`config.mk`:
```
export PLATFORM = sky130hd
export DESIGN_NAME = muldiv_unit_flat
export DESIGN_NICKNAME = d
export VERILOG_FILES = /design/src/rtl/muldiv_unit_if.sv /design/src/rtl/muldiv_unit.sv /design/src/flat_wrapper.sv
export SDC_FILE = /design/constraint.sdc
export NUM_CORES = 1
export LEC_CHECK = 0
export CAP_MARGIN = 10
export CORE_UTILIZATION = 40
export CTS_CLUSTER_SIZE = 28
export DETAILED_ROUTE_END_ITERATION = 12
export HOLD_SLACK_MARGIN = 0.12
export PLACE_DENSITY = 0.65
export SLEW_MARGIN = 5
export SYNTH_ARGS = -nofsm -noshare
export SYNTH_HDL_FRONTEND = slang
export SYNTH_SLANG_ARGS = --single-unit
```
`constraint.sdc`:
```
create_clock -name clk -period 8 [get_ports clk]
set_clock_uncertainty 0.05 [all_clocks]
set_input_delay 1.6 -clock clk [delete_from_list [all_inputs] [get_ports clk]]
set_output_delay 1.6 -clock clk [all_outputs]
set_load 0.02 [all_outputs]
```
`src/rtl/muldiv_unit_if.sv`:
```
// Start/busy/done handshake bundle between the EX stage and the iterative multiply/divide unit.
interface muldiv_unit_if #(
  parameter int unsigned n = 32
);
  logic         i_start;
  logic [2:0]   i_op;
  logic [n-1:0] i_a;
  logic [n-1:0] i_b;
  logic         i_flush;
  logic         o_busy;
  logic         o_done;
  logic [n-1:0] o_result;

  modport master (
    output i_start, i_op, i_a, i_b, i_flush,
    input  o_busy, o_done, o_result
  );

  modport slave (
    input  i_start, i_op, i_a, i_b, i_flush,
    output o_busy, o_done, o_result
  );
endinterface

```
`src/rtl/muldiv_unit.sv`:
```
// Iterative RV32M multiply/divide: shift-add multiply and restoring divide, one bit per cycle,
// on operand magnitudes with a single sign fix-up cycle before the result is published.
module muldiv_unit #(
  parameter int unsigned n = 32
) (
  input  logic          clk,
  input  logic          rst,
  muldiv_unit_if.slave  bus
);
  localparam int unsigned CW = $clog2(n);

  typedef enum logic [1:0] {S_IDLE, S_CALC, S_FIX, S_DONE} state_t;

  state_t         r_state;
  logic [CW-1:0]  r_cnt;
  logic [2:0]     r_op;
  logic           r_neg;
  logic [n-1:0]   r_mcand;
  logic [2*n-1:0] r_acc;
  logic           r_busy;
  logic           r_done;
  logic [n-1:0]   r_result;

  logic           w_sgn_a, w_sgn_b, w_a_neg, w_b_neg, w_b_zero, w_neg_start;
  logic [n-1:0]   w_a_mag, w_b_mag;
  logic [n:0]     w_sum, w_trial;
  logic [2*n-1:0] w_mul_next, w_div_next, w_prod;
  logic [n-1:0]   w_mul_res, w_div_raw, w_div_res, w_fix_res;

  // Operand signedness by funct3: MULH/MULHSU/DIV/REM treat A as signed, MULH/DIV/REM treat B as signed
  assign w_sgn_a  = (bus.i_op == 3'b001) || (bus.i_op == 3'b010) ||
                    (bus.i_op == 3'b100) || (bus.i_op == 3'b110);
  assign w_sgn_b  = (bus.i_op == 3'b001) || (bus.i_op == 3'b100) || (bus.i_op == 3'b110);
  assign w_a_neg  = w_sgn_a & bus.i_a[n-1];
  assign w_b_neg  = w_sgn_b & bus.i_b[n-1];
  assign w_b_zero = (bus.i_b == '0);
  assign w_a_mag  = w_a_neg ? -bus.i_a : bus.i_a;
  assign w_b_mag  = w_b_neg ? -bus.i_b : bus.i_b;

  // Remainder follows the dividend; a zero-divisor quotient stays all ones, so it is never negated
  assign w_neg_start = bus.i_op[2] ? (bus.i_op[1] ? w_a_neg : ((w_a_neg ^ w_b_neg) & ~w_b_zero))
                                   : (w_a_neg ^ w_b_neg);

  assign w_sum      = {1'b0, r_acc[2*n-1:n]} + (r_acc[0] ? {1'b0, r_mcand} : '0);
  assign w_mul_next = {w_sum, r_acc[n-1:1]};

  // acc holds {rem, quot}; the trial subtraction uses the bit shifted out of rem as its MSB
  assign w_trial    = r_acc[2*n-1:n-1] - {1'b0, r_mcand};
  assign w_div_next = w_trial[n] ? {r_acc[2*n-2:0], 1'b0}
                                 : {w_trial[n-1:0], r_acc[n-2:0], 1'b1};

  assign w_prod     = r_neg ? -r_acc : r_acc;
  assign w_mul_res  = (r_op[1:0] == 2'b00) ? w_prod[n-1:0] : w_prod[2*n-1:n];
  assign w_div_raw  = r_op[1] ? r_acc[2*n-1:n] : r_acc[n-1:0];
  assign w_div_res  = r_neg ? -w_div_raw : w_div_raw;
  assign w_fix_res  = r_op[2] ? w_div_res : w_mul_res;

  always_ff @(posedge clk or posedge rst) begin
    if (rst) begin
      r_state  <= S_IDLE;
      r_cnt    <= '0;
      r_op     <= '0;
      r_neg    <= 1'b0;
      r_mcand  <= '0;
      r_acc    <= '0;
      r_busy   <= 1'b0;
      r_done   <= 1'b0;
      r_result <= '0;
    end else begin
      case (r_state)
        S_IDLE, S_DONE: begin
          r_done <= 1'b0;
          if (bus.i_flush) begin
            r_state <= S_IDLE;
          end else if (bus.i_start) begin
            r_state <= S_CALC;
            r_busy  <= 1'b1;
            r_op    <= bus.i_op;
            r_neg   <= w_neg_start;
            r_mcand <= bus.i_op[2] ? w_b_mag : w_a_mag;
            r_acc   <= {n'(0), (bus.i_op[2] ? w_a_mag : w_b_mag)};
            r_cnt   <= CW'(n - 1);
          end else begin
            r_state <= S_IDLE;
          end
        end
        S_CALC: begin
          if (bus.i_flush) begin
            r_state <= S_IDLE;
            r_busy  <= 1'b0;
          end else begin
            r_acc <= r_op[2] ? w_div_next : w_mul_next;
            r_cnt <= r_cnt - CW'(1);
            if (r_cnt == '0) r_state <= S_FIX;
          end
        end
        S_FIX: begin
          r_busy <= 1'b0;
          if (bus.i_flush) begin
            r_state <= S_IDLE;
          end else begin
            r_result <= w_fix_res;
            r_done   <= 1'b1;
            r_state  <= S_DONE;
          end
        end
        default: begin
          r_state <= S_IDLE;
          r_busy  <= 1'b0;
          r_done  <= 1'b0;
        end
      endcase
    end
  end

  assign bus.o_busy   = r_busy;
  assign bus.o_done   = r_done;
  assign bus.o_result = r_result;
endmodule

```
`src/flat_wrapper.sv`:
```
// flat-port wrapper written by rule: the top's interface ports become plain ports
module muldiv_unit_flat 
#(
  parameter int unsigned n = 32
)
  (clk, rst, bus_i_start, bus_i_op, bus_i_a, bus_i_b, bus_i_flush, bus_o_busy, bus_o_done, bus_o_result);
  muldiv_unit_if #(.n(n)) bus_i ();
  input  logic clk;
  input  logic rst;
  input wire logic [$bits(bus_i.i_start)-1:0] bus_i_start;
  input wire logic [$bits(bus_i.i_op)-1:0] bus_i_op;
  input wire logic [$bits(bus_i.i_a)-1:0] bus_i_a;
  input wire logic [$bits(bus_i.i_b)-1:0] bus_i_b;
  input wire logic [$bits(bus_i.i_flush)-1:0] bus_i_flush;
  output wire logic [$bits(bus_i.o_busy)-1:0] bus_o_busy;
  output wire logic [$bits(bus_i.o_done)-1:0] bus_o_done;
  output wire logic [$bits(bus_i.o_result)-1:0] bus_o_result;
  assign bus_i.i_start = bus_i_start;
  assign bus_i.i_op = bus_i_op;
  assign bus_i.i_a = bus_i_a;
  assign bus_i.i_b = bus_i_b;
  assign bus_i.i_flush = bus_i_flush;
  assign bus_o_busy = bus_i.o_busy;
  assign bus_o_done = bus_i.o_done;
  assign bus_o_result = bus_i.o_result;
  muldiv_unit #(.n(n)) u_core (.clk(clk), .rst(rst), .bus(bus_i));
endmodule
```
# ---- Word level (Yosys, flattened, before mapping)
# Cells that the tools add are included.
dict set report classes {
  eq_ne 13
  add_sub_neg 7
  reduce_logical 17
  n_mux 34
  div 0
  multipliers 0
  n_lt_le_gt_ge 0
  n_bitwise 6
  shift 0
}
# cell n
set op_table {}
lappend op_table {{$mux W64} 6}
lappend op_table {{$mux W32} 9}
lappend op_table {{$pmux W64 S2} 1}
lappend op_table {{$neg A32 Y32} 3}
lappend op_table {{$neg A64 Y64} 1}
lappend op_table {{$add A32 B33 Y33} 1}
lappend op_table {{$sub A33 B32 Y33} 1}
lappend op_table {{$logic_not A32 Y1} 1}
lappend op_table {{$mux W5} 3}
lappend op_table {{$ne A2 B2 Y1 const B} 5}
lappend op_table {{$pmux W5 S2} 1}
lappend op_table {{$mux W2} 4}
lappend op_table {{$mux W1} 7}
lappend op_table {{$eq A3 B3 Y1 const B} 2}
lappend op_table {{$pmux W2 S3} 1}
lappend op_table {{$reduce_and A3 Y1} 2}
lappend op_table {{$logic_not A5 Y1} 1}
lappend op_table {{$logic_or A1 B1 Y1} 5}
lappend op_table {{$sub A5 B1 Y5 const B} 1}
lappend op_table {{$eq A2 B2 Y1 const B} 2}
lappend op_table {{$logic_not A2 Y1} 2}
lappend op_table {{$reduce_and A2 Y1} 2}
lappend op_table {{$reduce_and A4 Y1} 1}
lappend op_table {{$reduce_bool A2 Y1} 2}
lappend op_table {{other kinds (10)} 13}
dict set report word_totals {
  ramBits 0
  output_inout_bits 34
  input_bits 71
  latchBits 0
  mem_bits_ro 0
  word_cells 86
  regBits 141
  mem_count 0
}

# ---- Longest topological paths before layout
# Gate-level depths: netlist (run 1).
dict set report logic_depth {
  depth_word 10
  mapped_depth 17
  mapped_depth_nobuf 13
}

# ---- Worst setup path before layout (run 1)
# Ideal clock, no wire load.
dict set report synth_path {
  path_kind {reg-to-reg}
  start {reg u_core.r_op[1]}
  end {reg u_core.r_result[28], in the netlist u_core.bus.o_result[28]}
  n_path_buf 6
  slack_ns 3.733
  path_stages_with_launch 17
  synth_period_minus_slack_ns 4.267
  t_arrival_ns 4.137
  path_cell_list {dfrtp_1 > buf_6 > buf_2 > buf_2 > buf_2 > buf_2 > buf_1 > mux2i_1 > ha_1 > o221ai_2 > or3_4 > or4b_1 > or2_1 > o31ai_1 > xor2_1 > nand2_1 > o211ai_2}
}
dict set report synth_via {
  elab_chain_cells 4
}
# element line
set synth_lines {}
lappend synth_lines {{start, declared} muldiv_unit.sv:16} ;# logic [2:0] r_op;
lappend synth_lines {{start signal, assigned} muldiv_unit.sv:78} ;# r_op <= bus.i_op;
lappend synth_lines {{$mux W32} muldiv_unit.sv:54} ;# assign w_div_raw = r_op[1] ? r_acc[2*n-1:n] : r_acc[n-1:0];
lappend synth_lines {{$neg A32 Y32} muldiv_unit.sv:55} ;# assign w_div_res = r_neg ? -w_div_raw : w_div_raw;
lappend synth_lines {{$mux W32} muldiv_unit.sv:55}
lappend synth_lines {{$mux W32 *} muldiv_unit.sv:56} ;# assign w_fix_res = r_op[2] ? w_div_res : w_mul_res;
lappend synth_lines {{end signal, assigned} muldiv_unit.sv:102} ;# r_result <= w_fix_res;
lappend synth_lines {{end, declared} muldiv_unit.sv:22} ;# logic [n-1:0] r_result;
# Mark *: on every way between the ends. The rest lies on a longest branch, timed or not.
# A chain may end at the register's enable or synchronous reset.

# ---- Final worst setup path (run 1)
dict set report layout_path {
  start {reg u_core.r_acc[31]}
  end {reg u_core.r_acc[37]}
}
dict set report layout_via {
  elab_chain_cells 5
}
# element line
set layout_lines {}
lappend layout_lines {{start, declared} muldiv_unit.sv:19} ;# logic [2*n-1:0] r_acc;
lappend layout_lines {{start signal, assigned} muldiv_unit.sv:81} ;# r_acc <= {n'(0), (bus.i_op[2] ? w_a_mag : w_b_mag)};
lappend layout_lines {{start signal, assigned} muldiv_unit.sv:92} ;# r_acc <= r_op[2] ? w_div_next : w_mul_next;
lappend layout_lines {{$sub A33 B32 Y33} muldiv_unit.sv:48} ;# assign w_trial = r_acc[2*n-1:n-1] - {1'b0, r_mcand};
lappend layout_lines {{$mux W64} muldiv_unit.sv:49} ;# assign w_div_next = w_trial[n] ? {r_acc[2*n-2:0], 1'b0}
lappend layout_lines {{$mux W64} muldiv_unit.sv:92}
lappend layout_lines {{$mux W64} muldiv_unit.sv:88} ;# if (bus.i_flush) begin
lappend layout_lines {{$pmux W64 S2} muldiv_unit.sv:70} ;# case (r_state)
# No other way between the ends. The select of a mux whose other input is x is not followed.

==> impl_metrics.sql, run 1 <==
INSERT INTO impl_metrics (metric_group, metric, value, unit) VALUES
('setup_path', 'ff2ff_path_depth', '13', ''),
('hold_path', 'worst_hold_path_type', 'reg -> reg', ''),
('setup_path', 'timing.critical_path.fanout_max', '24', ''),
('floorplanning', 'initial_utilization', '41.0', '%'),
('synthesis', 'synth.area.mux_share', '6.96', '%'),
('sta', 'timing_hold_violations_final', '0', ''),
('power', 'power_density', '425', 'nW/um2'),
('route', 'post_drt_wl_per_cell', '21.1', 'um'),
('synthesis', 'synth.distinct_cells', '90', ''),
('setup_path', 'critPathArrivalTime', '4960', 'ps'),
('flow_run', 'cap_violations', '0', ''),
('route', 'drt-initial-drc-count', '1676', ''),
('setup_path', 'cp-start-kind', 'flop', ''),
('synthesis', 'netlist_area', '15100', 'um2'),
('synthesis', 'synthXorXnorAreaFrac', '11.8', '%'),
('floorplanning', 'rows', '70', ''),
('layout', 'insertedDiodeCount', '0', ''),
('cts', 'resized_cells_post_cts', '0', ''),
('sta', 'layout_min_cycle_time', '4680', 'ps'),
('cts', 'post_cts.repair.setup_buffers', '0', ''),
('power', 'ir_worst_vdd', '0.183', 'mV'),
('placed_design', 'rd_place_congestion', '0.985', ''),
('placed_design', 'detailedPlace.worstSlack', '2910', 'ps'),
('sta', 'worst_hold_slack', '425', 'ps'),
('run_status', 'result_of_the_run', 'finished clean', ''),
('synthesis', 'yosys.area.top_type', 'dfrtp_1', ''),
('sta', 'worst_pin_slew', '1060', 'ps'),
('grt', 'remaining_overflow_grt', '0', ''),
('layout', 'area_growth', '12.1', '%'),
('hold_path', 'hold_path_startpoint', 'u_core.bus.o_result[3]$_DFFE_PP0P_', ''),
('sta', 'timing.fmax', '0.213', 'GHz'),
('hold_path', 'hold_depth', '2', ''),
('layout', 'multi_input_comb_area', '10700', 'um2'),
('synthesis', 'synth.most_common_cell', 'nor2_1', ''),
('setup_path', 'ff2ff_setup_slack', '3320', 'ps'),
('layout', 'share_of_cells_above_drive_strength_1', '5.85', '%'),
('synthesis', 'synth-adder-area-share', '6.22', '%'),
('synthesis', 'synth_fp_nets', '2140', ''),
('sta', 'setup-tns-final', '0', 'ps'),
('placed_design', 'placement.io_buffers', '104', ''),
('synthesis', 'synth.top_cells.by_count', 'nor2_1 (198), nand2_1 (192), o21ai_0 (180), a21oi_1 (179), dfrtp_1 (141)', ''),
('cts', 'clock_tree.htree_level_count', '4', ''),
('synthesis', 'synthSimpleGateAreaFrac', '19.5', '%'),
('synthesis', 'synth_compound_area_share', '26.3', '%'),
('sta', 'worst_slack', '3320', 'ps'),
('placed_design', 'place.detailed.instances', '2471', ''),
('grt', 'groute.usage.overall', '27.3', '%'),
('cts', 'cts_sinks', '141', ''),
('floorplanning', 'die-area', '38600', 'um2'),
('cts', 'clockRootBuffer', 'clkbuf_16', ''),
('placed_design', 'hpwl_after_dpl', '40500', 'um'),
('setup_path', 'cp_data_required_time', '8280', 'ps'),
('cts', 'worstSkewPairLatency', '450', 'ps'),
('setup_path', 'worst_r2r_startpoint', 'u_core.r_acc[31]$_DFFE_PP0P_', ''),
('route', 'via_count', '15100', ''),
('synthesis', 'cell_count_after_synthesis', '1995', ''),
('sta', 'final-setup-viol-count', '0', ''),
('grt', 'grt_pass1_vias', '14000', ''),
('synthesis', 'synth_top_family_by_area', 'compound AO/OA/AOI/OAI gates', ''),
('synthesis', 'synthesis.yosys.warnings', '0', ''),
('cts', 'tritoncts_clock_tree', 'done', ''),
('floorplanning', 'floorplan.die.height', '196', 'um'),
('placed_design', 'placed_cell_area', '16400', 'um2'),
('floorplanning', 'placeableCoreArea', '36900', 'um2'),
('cts', 'hold_buffers', '0', ''),
('cts', 'ctsLongestPathBuffers', '2', ''),
('route', 'drt.antenna.violating_nets', '0', ''),
('setup_path', 'critical_path_class', 'reg -> reg', ''),
('layout', 'fin_nets', '2131', ''),
('cts', 'clk_transition_reported_paths', '70', 'ps'),
('sta', 'timing_max_transition_violations_final', '0', '');
worst max-delay path, cell delays in order (launching register included):
cell and delay [ps]:
dfrtp_1 510, inv_1 120, ha_1 240, fa_1 420, nand2b_1 180, a21oi_1 270, o21ai_0 140, a21oi_1 360
a41oi_1 320, o21ai_2 430, xor2_4 350, buf_4 440, mux2_2 390, a221o_1 320
metrics by stage:
step | util, % | total power [W]
2_1_floorplan | - | 0.00494
3_3_place_gp | 44.4 | 0.00623
3_5_place_dp | 44.4 | 0.00627
4_1_cts | 46.0 | 0.00712
6_report | 46.0 | 0.00721
5_1_grt | 46.0 | 0.00772
final cells by class:
cell class | instances | area share (%)
inverter | 73 | 1.65
clock buffer | 21 | 2.77
timing repair buffer | 122 | 6.91
sequential | 141 | 20.8
clock inverter | 11 | 0.782
tap | 504 | 3.72
multi-input combinational | 1631 | 63.3
sequential cells by signal, indices dropped and copies added, names as in the netlist:
| register | count |
|---|---|
| u_core.bus.o_busy | 1 |
| u_core.bus.o_done | 1 |
| u_core.bus.o_result | 32 |
| u_core.r_acc | 64 |
| u_core.r_cnt | 5 |
| u_core.r_mcand | 32 |
| u_core.r_neg | 1 |
| u_core.r_op | 3 |
| u_core.r_state | 2 |
logic make-up (layout without fill, tap and decap cells):
kind of cell | Yosys count | in the layout
AOI/OAI and AO/OA | 635 | 635
xor gates and xnor gates | 203 | 203
adders and majority gates | 74 | 74
buffers and inverters | 223 | 227
DFF | 141 | 141
muxes | 102 | 102
and+or+nand+nor | 617 | 617
where the power goes:
part	leakage, nW	switching [W]	internal [W]	total, W
logic	4.99	0.00281	0.00194	0.00475
registers	1.75	0.000630	0.00100	0.00163
clock network	0.290	0.000342	0.000487	0.000828
metal layers:
metal	vias to the layer above	part of all wire [%]	global-route usage, %	wire length, um
met1	7239	47	38.9	24600
li1	7178	-	-	-
met2	637	43	41.3	22900
met4	0	4.2	12.8	2230
met5	-	0	0	0
met3	77	5.9	2.74	3120
placed cells by master (no fill, tap or decap), types with 16 or more instances in the layout:
| cell type | instances |
|---|---|
| o41ai_1 | 16 |
| o31ai_1 | 33 |
| mux2i_1 | 77 |
| xnor2_1 | 124 |
| a21o_1 | 32 |
| o211ai_1 | 25 |
| a22oi_1 | 29 |
| xor2_1 | 78 |
| a31oi_1 | 19 |
| nor3_1 | 41 |
| or4_1 | 17 |
| dfrtp_1 | 138 |
| o21ai_0 | 180 |
| nand2_1 | 192 |
| a211oi_1 | 27 |
| or3_1 | 18 |
| mux2_2 | 25 |
| inv_1 | 71 |
| clkbuf_16 | 17 |
| nor2_1 | 196 |
| clkdlybuf4s50_1 | 103 |
| nand4_1 | 17 |
| ha_1 | 72 |
| buf_4 | 18 |
| a21oi_1 | 178 |
| nand3_1 | 31 |
worst max-delay path by stage:
| stage | start | endpoint | slack [ps] | depth (start not counted) |
|---|---|---|---|---|
| CTS | bus_i_a[0] | u_core.r_acc[30]$_DFFE_PP0P_ | 3380 | 12 |
| finish | u_core.r_acc[31]$_DFFE_PP0P_ | u_core.r_acc[37]$_DFFE_PP0P_ | 3320 | 13 |
| detailed placement | bus_i_a[0] | u_core.r_acc[30]$_DFFE_PP0P_ | 2910 | 12 |
| global placement | bus_i_a[0] | u_core.r_acc[30]$_DFFE_PP0P_ | 2960 | 12 |
| floorplan | rst | u_core.bus.o_busy$_DFFE_PP0P_ | 2570 | 1 |
| global route | u_core.r_acc[31]$_DFFE_PP0P_ | u_core.r_acc[37]$_DFFE_PP0P_ | 3130 | 13 |
(Power assumes the default switching activity.)
==> run 2, diff against run 1 <==
Clock period 8 ns to 4.6 ns, I/O delays scaled along.
==> run 2 against run 1 <==
Non-clock buffer count is 41 higher. Maximum frequency is 13% higher. Via count rose by 0.76%. Worst setup slack worse by 2900 ps. Die area is the same. Clock power is 75% higher. Largest cell class unchanged.
==> impl_metrics.sql, run 2 (synthesized netlist as in run 1, its figures left out) <==
INSERT INTO impl_metrics (metric_group, metric, value, unit) VALUES
('placed_design', 'hpwl_after_dpl', '41700', 'um'),
('cts', 'cts_sinks', '141', ''),
('grt', 'grt_pass1_vias', '14300', ''),
('floorplanning', 'die-area', '38600', 'um2'),
('power', 'leakagePower', '7.25', 'nW'),
('grt', 'wire_length_of_the_first_global_routing_pass', '83100', 'um'),
('cts', 'tritoncts_clock_tree', 'done', ''),
('flow_run', 'cap_violations', '0', ''),
('grt', 'groute.usage.overall', '27.7', '%'),
('setup_path', 'critPathArrivalTime', '4460', 'ps'),
('route', 'drt.antenna.violating_nets', '0', ''),
('floorplanning', 'floorplan.die.height', '196', 'um'),
('cts', 'tritoncts.num_buffers', '17', ''),
('layout', 'mostFrequentLayoutCells', 'nor2_1 (197), nand2_1 (192), o21ai_0 (180)', ''),
('sta', 'setup-tns-final', '0', 'ps'),
('cts', 'clk_transition_reported_paths', '70', 'ps'),
('sta', 'final-setup-viol-count', '0', ''),
('route', 'vias_per_cell', '5.99', ''),
('layout', 'fin_nets', '2172', ''),
('hold_path', 'worst_hold_path_type', 'reg -> reg', ''),
('placed_design', 'placed_cell_area', '16700', 'um2'),
('sta', 'worst_slack', '453', 'ps'),
('layout', 'fillers', '3668', ''),
('floorplanning', 'ioPinCount', '105', ''),
('route', 'totalWireLength', '53300', 'um'),
('placed_design', 'place.detailed.instances', '2511', ''),
('setup_path', 'critical_path_class', 'reg -> reg', ''),
('grt', 'antenna_found_initial', '0', ''),
('layout', 'insertedDiodeCount', '0', ''),
('layout', 'instances_no_fill', '2544', ''),
('grt', 'remaining_overflow_grt', '0', ''),
('layout', 'ff_latch_area', '3530', 'um2'),
('cts', 'clock_tree.htree_level_count', '4', ''),
('setup_path', 'cp-end-kind', 'flop', ''),
('sta', 'worst_pin_slew', '1020', 'ps'),
('layout', 'share_of_cells_above_drive_strength_1', '7.75', '%'),
('route', 'drc_errors', '0', ''),
('setup_path', 'cp_data_required_time', '4910', 'ps'),
('layout', 'largest_reg_flops', '64', ''),
('floorplanning', 'initial_utilization', '41.0', '%'),
('floorplanning', 'placeableCoreArea', '36900', 'um2'),
('layout', 'area_growth', '14.2', '%'),
('route', 'via_count', '15200', ''),
('sta', 'timing_hold_violations_final', '0', ''),
('power', 'ir_worst_vdd', '0.325', 'mV'),
('layout', 'fin_util', '46.9', '%'),
('route', 'detailed_router_iteration_count_before_antenna_repair', '6', ''),
('cts', 'resized_cells_post_cts', '0', ''),
('sta', 'timing_max_transition_violations_final', '0', ''),
('cts', 'worstSkewPairLatency', '450', 'ps'),
('layout', 'mostFrequentLayoutCell', 'nor2_1', ''),
('power', 'power_density', '746', 'nW/um2'),
('sta', 'layout_min_cycle_time', '4150', 'ps'),
('route', 'post_drt_wl_per_cell', '21.0', 'um'),
('cts', 'post_cts.repair.setup_buffers', '0', ''),
('floorplanning', 'fp.dieW', '196', 'um'),
('cts', 'ctsLongestPathBuffers', '2', ''),
('sta', 'grt_setup_unrepaired', 'no', ''),
('cts', 'hold_buffers', '0', ''),
('placed_design', 'rd_place_congestion', '0.970', ''),
('sta', 'timing.fmax', '0.241', 'GHz'),
('setup_path', 'cp-start-kind', 'flop', ''),
('placed_design', 'detailedPlace.worstSlack', '214', 'ps'),
('grt', 'grt_max_degree', '91', ''),
('setup_path', 'timing.critical_path.fanout_max', '10', ''),
('placed_design', 'placement.io_buffers', '104', ''),
('run_status', 'result_of_the_run', 'finished clean', ''),
('sta', 'layout_worst_path_cycle_share', '90.2', '%'),
('floorplanning', 'rows', '70', ''),
('layout', 'final_design_area_no_fill', '17300', 'um2'),
('sta', 'slew-limit-headroom', '31.4', '%'),
('route', 'drt-initial-drc-count', '1509', ''),
('layout', 'multi_input_comb_area', '10700', 'um2'),
('cts', 'clockRootBuffer', 'clkbuf_16', ''),
('layout', 'most_flops_register', 'u_core.r_acc', '');
## run 2: changes by cell type in the layout (fill, tap and decap cells not counted), moves of 2 or more
cell / previous run / this run
buf_12: 0 / 2
buf_4: 18 / 57
inv_8: 0 / 3
clkbuf_8: 3 / 0
clkinv_4: 4 / 1
inv_6: 3 / 7
clkinv_8: 0 / 2
## run 2: path summary, 6_finish.rpt
path / startpoint / endpoint / slack, ps / cells after the start
max: u_core.r_acc[32]$_DFFE_PP0P_ / u_core.r_acc[39]$_DFFE_PP0P_ / 450 / 12
min: u_core.r_mcand[9]$_DFFE_PP0P_ / u_core.r_mcand[9]$_DFFE_PP0P_ / 430 / 2
max reg2reg: u_core.r_acc[32]$_DFFE_PP0P_ / u_core.r_acc[39]$_DFFE_PP0P_ / 450 / 12
min reg2reg: u_core.r_mcand[9]$_DFFE_PP0P_ / u_core.r_mcand[9]$_DFFE_PP0P_ / 430 / 2
max in group asynchronous: rst / u_core.r_acc[47]$_DFFE_PP0P_ / 2880 / 3
min in group asynchronous: rst / u_core.bus.o_result[7]$_DFFE_PP0P_ / 670 / 2
## run 2: routing by layer
layer  wire length (um)  vias up  share of wire [%]  track usage [%]
met5                  0        -                  0                0
met1              24300     7269                 46             38.4
li1                   -     7285                  -                -
met3               3440      101                6.4             3.99
met4               2270        0                4.3             12.2
met2              23300      591                 44             42.8
## run 2: layout make-up
class	count	area share (%)
Inverter	73	1.61
Clock inverter	15	0.992
Timing Repair Buffer	163	8.70
Multi-Input combinational cell	1631	62.1
Sequential cell	141	20.4
Tap cell	504	3.65
Clock buffer	17	2.46
## run 2: per-stage QoR
| stage | power [W] | hold WS [ps] |
|---|---|---|
| 2_1_floorplan | 0.00860 | 389 |
| 3_5_place_dp | 0.0113 | 422 |
| 4_1_cts | 0.0128 | 436 |
| 3_3_place_gp | 0.0112 | 412 |
| 6_report | 0.0129 | 431 |
| 5_1_grt | 0.0138 | 458 |
## run 2: critical path, stage by stage, from the launching register on
cell      delay, ps
dfrtp_1         470
inv_1           150
fa_1            470
nand2b_1        190
a21oi_1         340
o21ai_0         180
a21oi_1         400
a41oi_1         330
o21ai_2         440
xor2_4          280
buf_4           280
mux2_2          350
o21ai_0         140
## run 2: power by group
| group | leakage (nW) | internal [W] | switching, W | total, W |
|---|---|---|---|---|
| sequential | 1.75 | 0.00174 | 0.000928 | 0.00267 |
| combinational | 5.21 | 0.00357 | 0.00519 | 0.00876 |
| clock | 0.295 | 0.000777 | 0.000673 | 0.00145 |
| total | 7.25 | 0.00609 | 0.00680 | 0.0129 |
==> run 3, diff against run 2 <==
Settings changed: CORE_UTILIZATION 40 to 50, PLACE_DENSITY 0.65 to 0.76, SKIP_CTS_REPAIR_TIMING set to 1.
==> run 3 against run 2 <==
Maximum frequency grew 0.60%. Register-to-register slack gained 20 ps. Wire length down 4.3%. Power decreased by 0.59%. Largest cell class unchanged.
==> impl_metrics.sql, run 3 (synthesized netlist as in run 1, its figures left out) <==
INSERT INTO impl_metrics (metric_group, metric, value, unit) VALUES
('grt', 'antenna_found_initial', '0', ''),
('floorplanning', 'ioPinCount', '105', ''),
('cts', 'tritoncts.num_buffers', '17', ''),
('route', 'vias_per_cell', '6.34', ''),
('sta', 'layout_worst_path_cycle_share', '89.6', '%'),
('grt', 'groute.usage.overall', '33.5', '%'),
('cts', 'ctsLongestPathBuffers', '2', ''),
('setup_path', 'critical_path.most_common_cell', 'a21oi_1', ''),
('sta', 'final-setup-viol-count', '0', ''),
('hold_path', 'worst_hold_path_type', 'reg -> reg', ''),
('power', 'leakagePower', '7.23', 'nW'),
('setup_path', 'cpPeakStageDelay', '970', 'ps'),
('setup_path', 'critPathArrivalTime', '4400', 'ps'),
('layout', 'area_growth', '13.2', '%'),
('floorplanning', 'rows', '63', ''),
('setup_path', 'timing.critical_path.fanout_max', '9', ''),
('setup_path', 'cp-start-kind', 'flop', ''),
('cts', 'cts_sinks', '141', ''),
('layout', 'mostFrequentLayoutCells', 'nor2_1 (197), nand2_1 (192), o21ai_0 (180)', ''),
('route', 'detailed_router_iteration_count_before_antenna_repair', '6', ''),
('route', 'detailroute.wirelength.met3', '4470', 'um'),
('power', 'power_density', '748', 'nW/um2'),
('layout', 'largest_reg_flops', '64', ''),
('route', 'top_signal_layer_used', 'met4', ''),
('placed_design', 'hpwl_after_dpl', '39600', 'um'),
('floorplanning', 'floorplan.die.height', '176', 'um'),
('setup_path', 'cp-end-kind', 'flop', ''),
('cts', 'worstSkewPairLatency', '450', 'ps'),
('floorplanning', 'initial_utilization', '50.9', '%'),
('setup_path', 'crit_path_cell_trace', 'ha_1, a21oi_1, o22ai_1, nor4b_1, a21oi_1, a41oi_1, o21ai_2, xnor2_1, nor3_1, a211o_1', ''),
('layout', 'fin_nets', '2169', ''),
('route', 'via_count', '15400', ''),
('cts', 'clockRootBuffer', 'clkbuf_16', ''),
('layout', 'share_of_cells_above_drive_strength_1', '7.56', '%'),
('route', 'totalWireLength', '51000', 'um'),
('sta', 'grt_setup_unrepaired', 'no', ''),
('sta', 'layout_min_cycle_time', '4120', 'ps'),
('run_status', 'result_of_the_run', 'finished clean', ''),
('cts', 'clk_transition_reported_paths', '70', 'ps'),
('layout', 'mostFrequentLayoutCell', 'nor2_1', ''),
('layout', 'fin_util', '57.6', '%'),
('layout', 'multi_input_comb_area', '10700', 'um2'),
('grt', 'grt_pass1_vias', '14600', ''),
('placed_design', 'placement.io_buffers', '104', ''),
('grt', 'grt_max_degree', '142', ''),
('layout', 'ff_latch_area', '3530', 'um2'),
('sta', 'timing_hold_violations_final', '0', ''),
('grt', 'remaining_overflow_grt', '0', ''),
('floorplanning', 'placeableCoreArea', '29700', 'um2'),
('layout', 'fillers', '2768', ''),
('sta', 'slew-limit-headroom', '17.6', '%'),
('cts', 'clock_tree.htree_level_count', '4', ''),
('cts', 'tritoncts_clock_tree', 'done', ''),
('setup_path', 'critical_path_class', 'reg -> reg', ''),
('route', 'met2_length', '22300', 'um'),
('sta', 'timing_max_transition_violations_final', '0', ''),
('setup_path', 'cp_data_required_time', '4870', 'ps'),
('grt', 'wire_length_of_the_first_global_routing_pass', '80700', 'um'),
('sta', 'setup-tns-final', '0', 'ps'),
('layout', 'most_flops_register', 'u_core.r_acc', ''),
('power', 'ir_worst_vdd', '0.379', 'mV'),
('flow_run', 'cap_violations', '0', ''),
('sta', 'worst_pin_slew', '1230', 'ps'),
('floorplanning', 'die-area', '31000', 'um2'),
('setup_path', 'critical_path.slowest_cell', 'xnor2_1', ''),
('route', 'post_drt_wl_per_cell', '21.0', 'um'),
('sta', 'timing.fmax', '0.243', 'GHz'),
('route', 'drc_errors', '0', ''),
('placed_design', 'rd_place_congestion', '1.02', ''),
('route', 'drt-initial-drc-count', '1441', ''),
('floorplanning', 'fp.dieW', '176', 'um'),
('layout', 'insertedDiodeCount', '0', ''),
('route', 'drt.antenna.violating_nets', '0', ''),
('route', 'met1Wirelength', '21300', 'um');
==> run 3: cell count changes in the layout (fill, tap and decap cells not counted), sizes merged <==
cell / before / now
buf: 60 / 57
inv: 82 / 79
clkinv: 4 / 8
bufinv: 1 / 0
==> run 3: path summary, 6_finish.rpt <==
kind	from	end	slack [ps]	depth (start not counted)
worst max-delay path	u_core.r_acc[38]$_DFFE_PP0P_	u_core.r_acc[51]$_DFFE_PP0P_	480	10
worst min-delay path	u_core.r_mcand[5]$_DFFE_PP0P_	u_core.r_mcand[5]$_DFFE_PP0P_	430	2
worst max register to register	u_core.r_acc[38]$_DFFE_PP0P_	u_core.r_acc[51]$_DFFE_PP0P_	480	10
worst min register to register	u_core.r_mcand[5]$_DFFE_PP0P_	u_core.r_mcand[5]$_DFFE_PP0P_	430	2
max in group asynchronous	rst	u_core.r_op[2]$_DFFE_PP0P_	2850	3
min in group asynchronous	rst	u_core.bus.o_result[9]$_DFFE_PP0P_	960	3
==> run 3: metrics by stage <==
stage               instance area (um2)  total power (W)  hold slack, ps  setup WS [ps]  cells
floorplan                         15100          0.00860             389            333   1995
global placement                  16500           0.0110             410            278   2395
detailed placement                16500           0.0111             422            186   2395
CTS                               17100           0.0126             437            581   2427
global route                      17100           0.0137             457            189   2427
finish                            17100           0.0128             431            477   2427
==> run 3: report_power, final <==
group / internal [W] / total [W] / switching, W / leakage (nW)
Clock: 0.000742 / 0.00144 / 0.000703 / 0.298
Combinational: 0.00356 / 0.00864 / 0.00509 / 5.18
Sequential: 0.00174 / 0.00272 / 0.000980 / 1.75
==> run 3: layout make-up <==
cell class / instances / share of cell area, %
Sequential cell: 141 / 20.6
Clock inverter: 15 / 1.10
Inverter: 73 / 1.62
Clock buffer: 17 / 2.49
Tap cell: 390 / 2.85
Timing Repair Buffer: 160 / 8.58
Multi-Input combinational cell: 1631 / 62.7
==> run 3: critical path: cells and delay by family (launching register included) <==
kind / cells / cell delay [ps]
flops: 1 / 510
fa+ha+maj: 1 / 430
simple gates: 2 / 400
xor+xnor: 1 / 970
compound gates: 6 / 1640
==> run 3: metal layers <==
metal	vias up	global-route usage, %
li1	7256	-
met1	7252	43.3
met2	738	52.7
met3	137	5.79
met4	0	18.8
met5	-	0
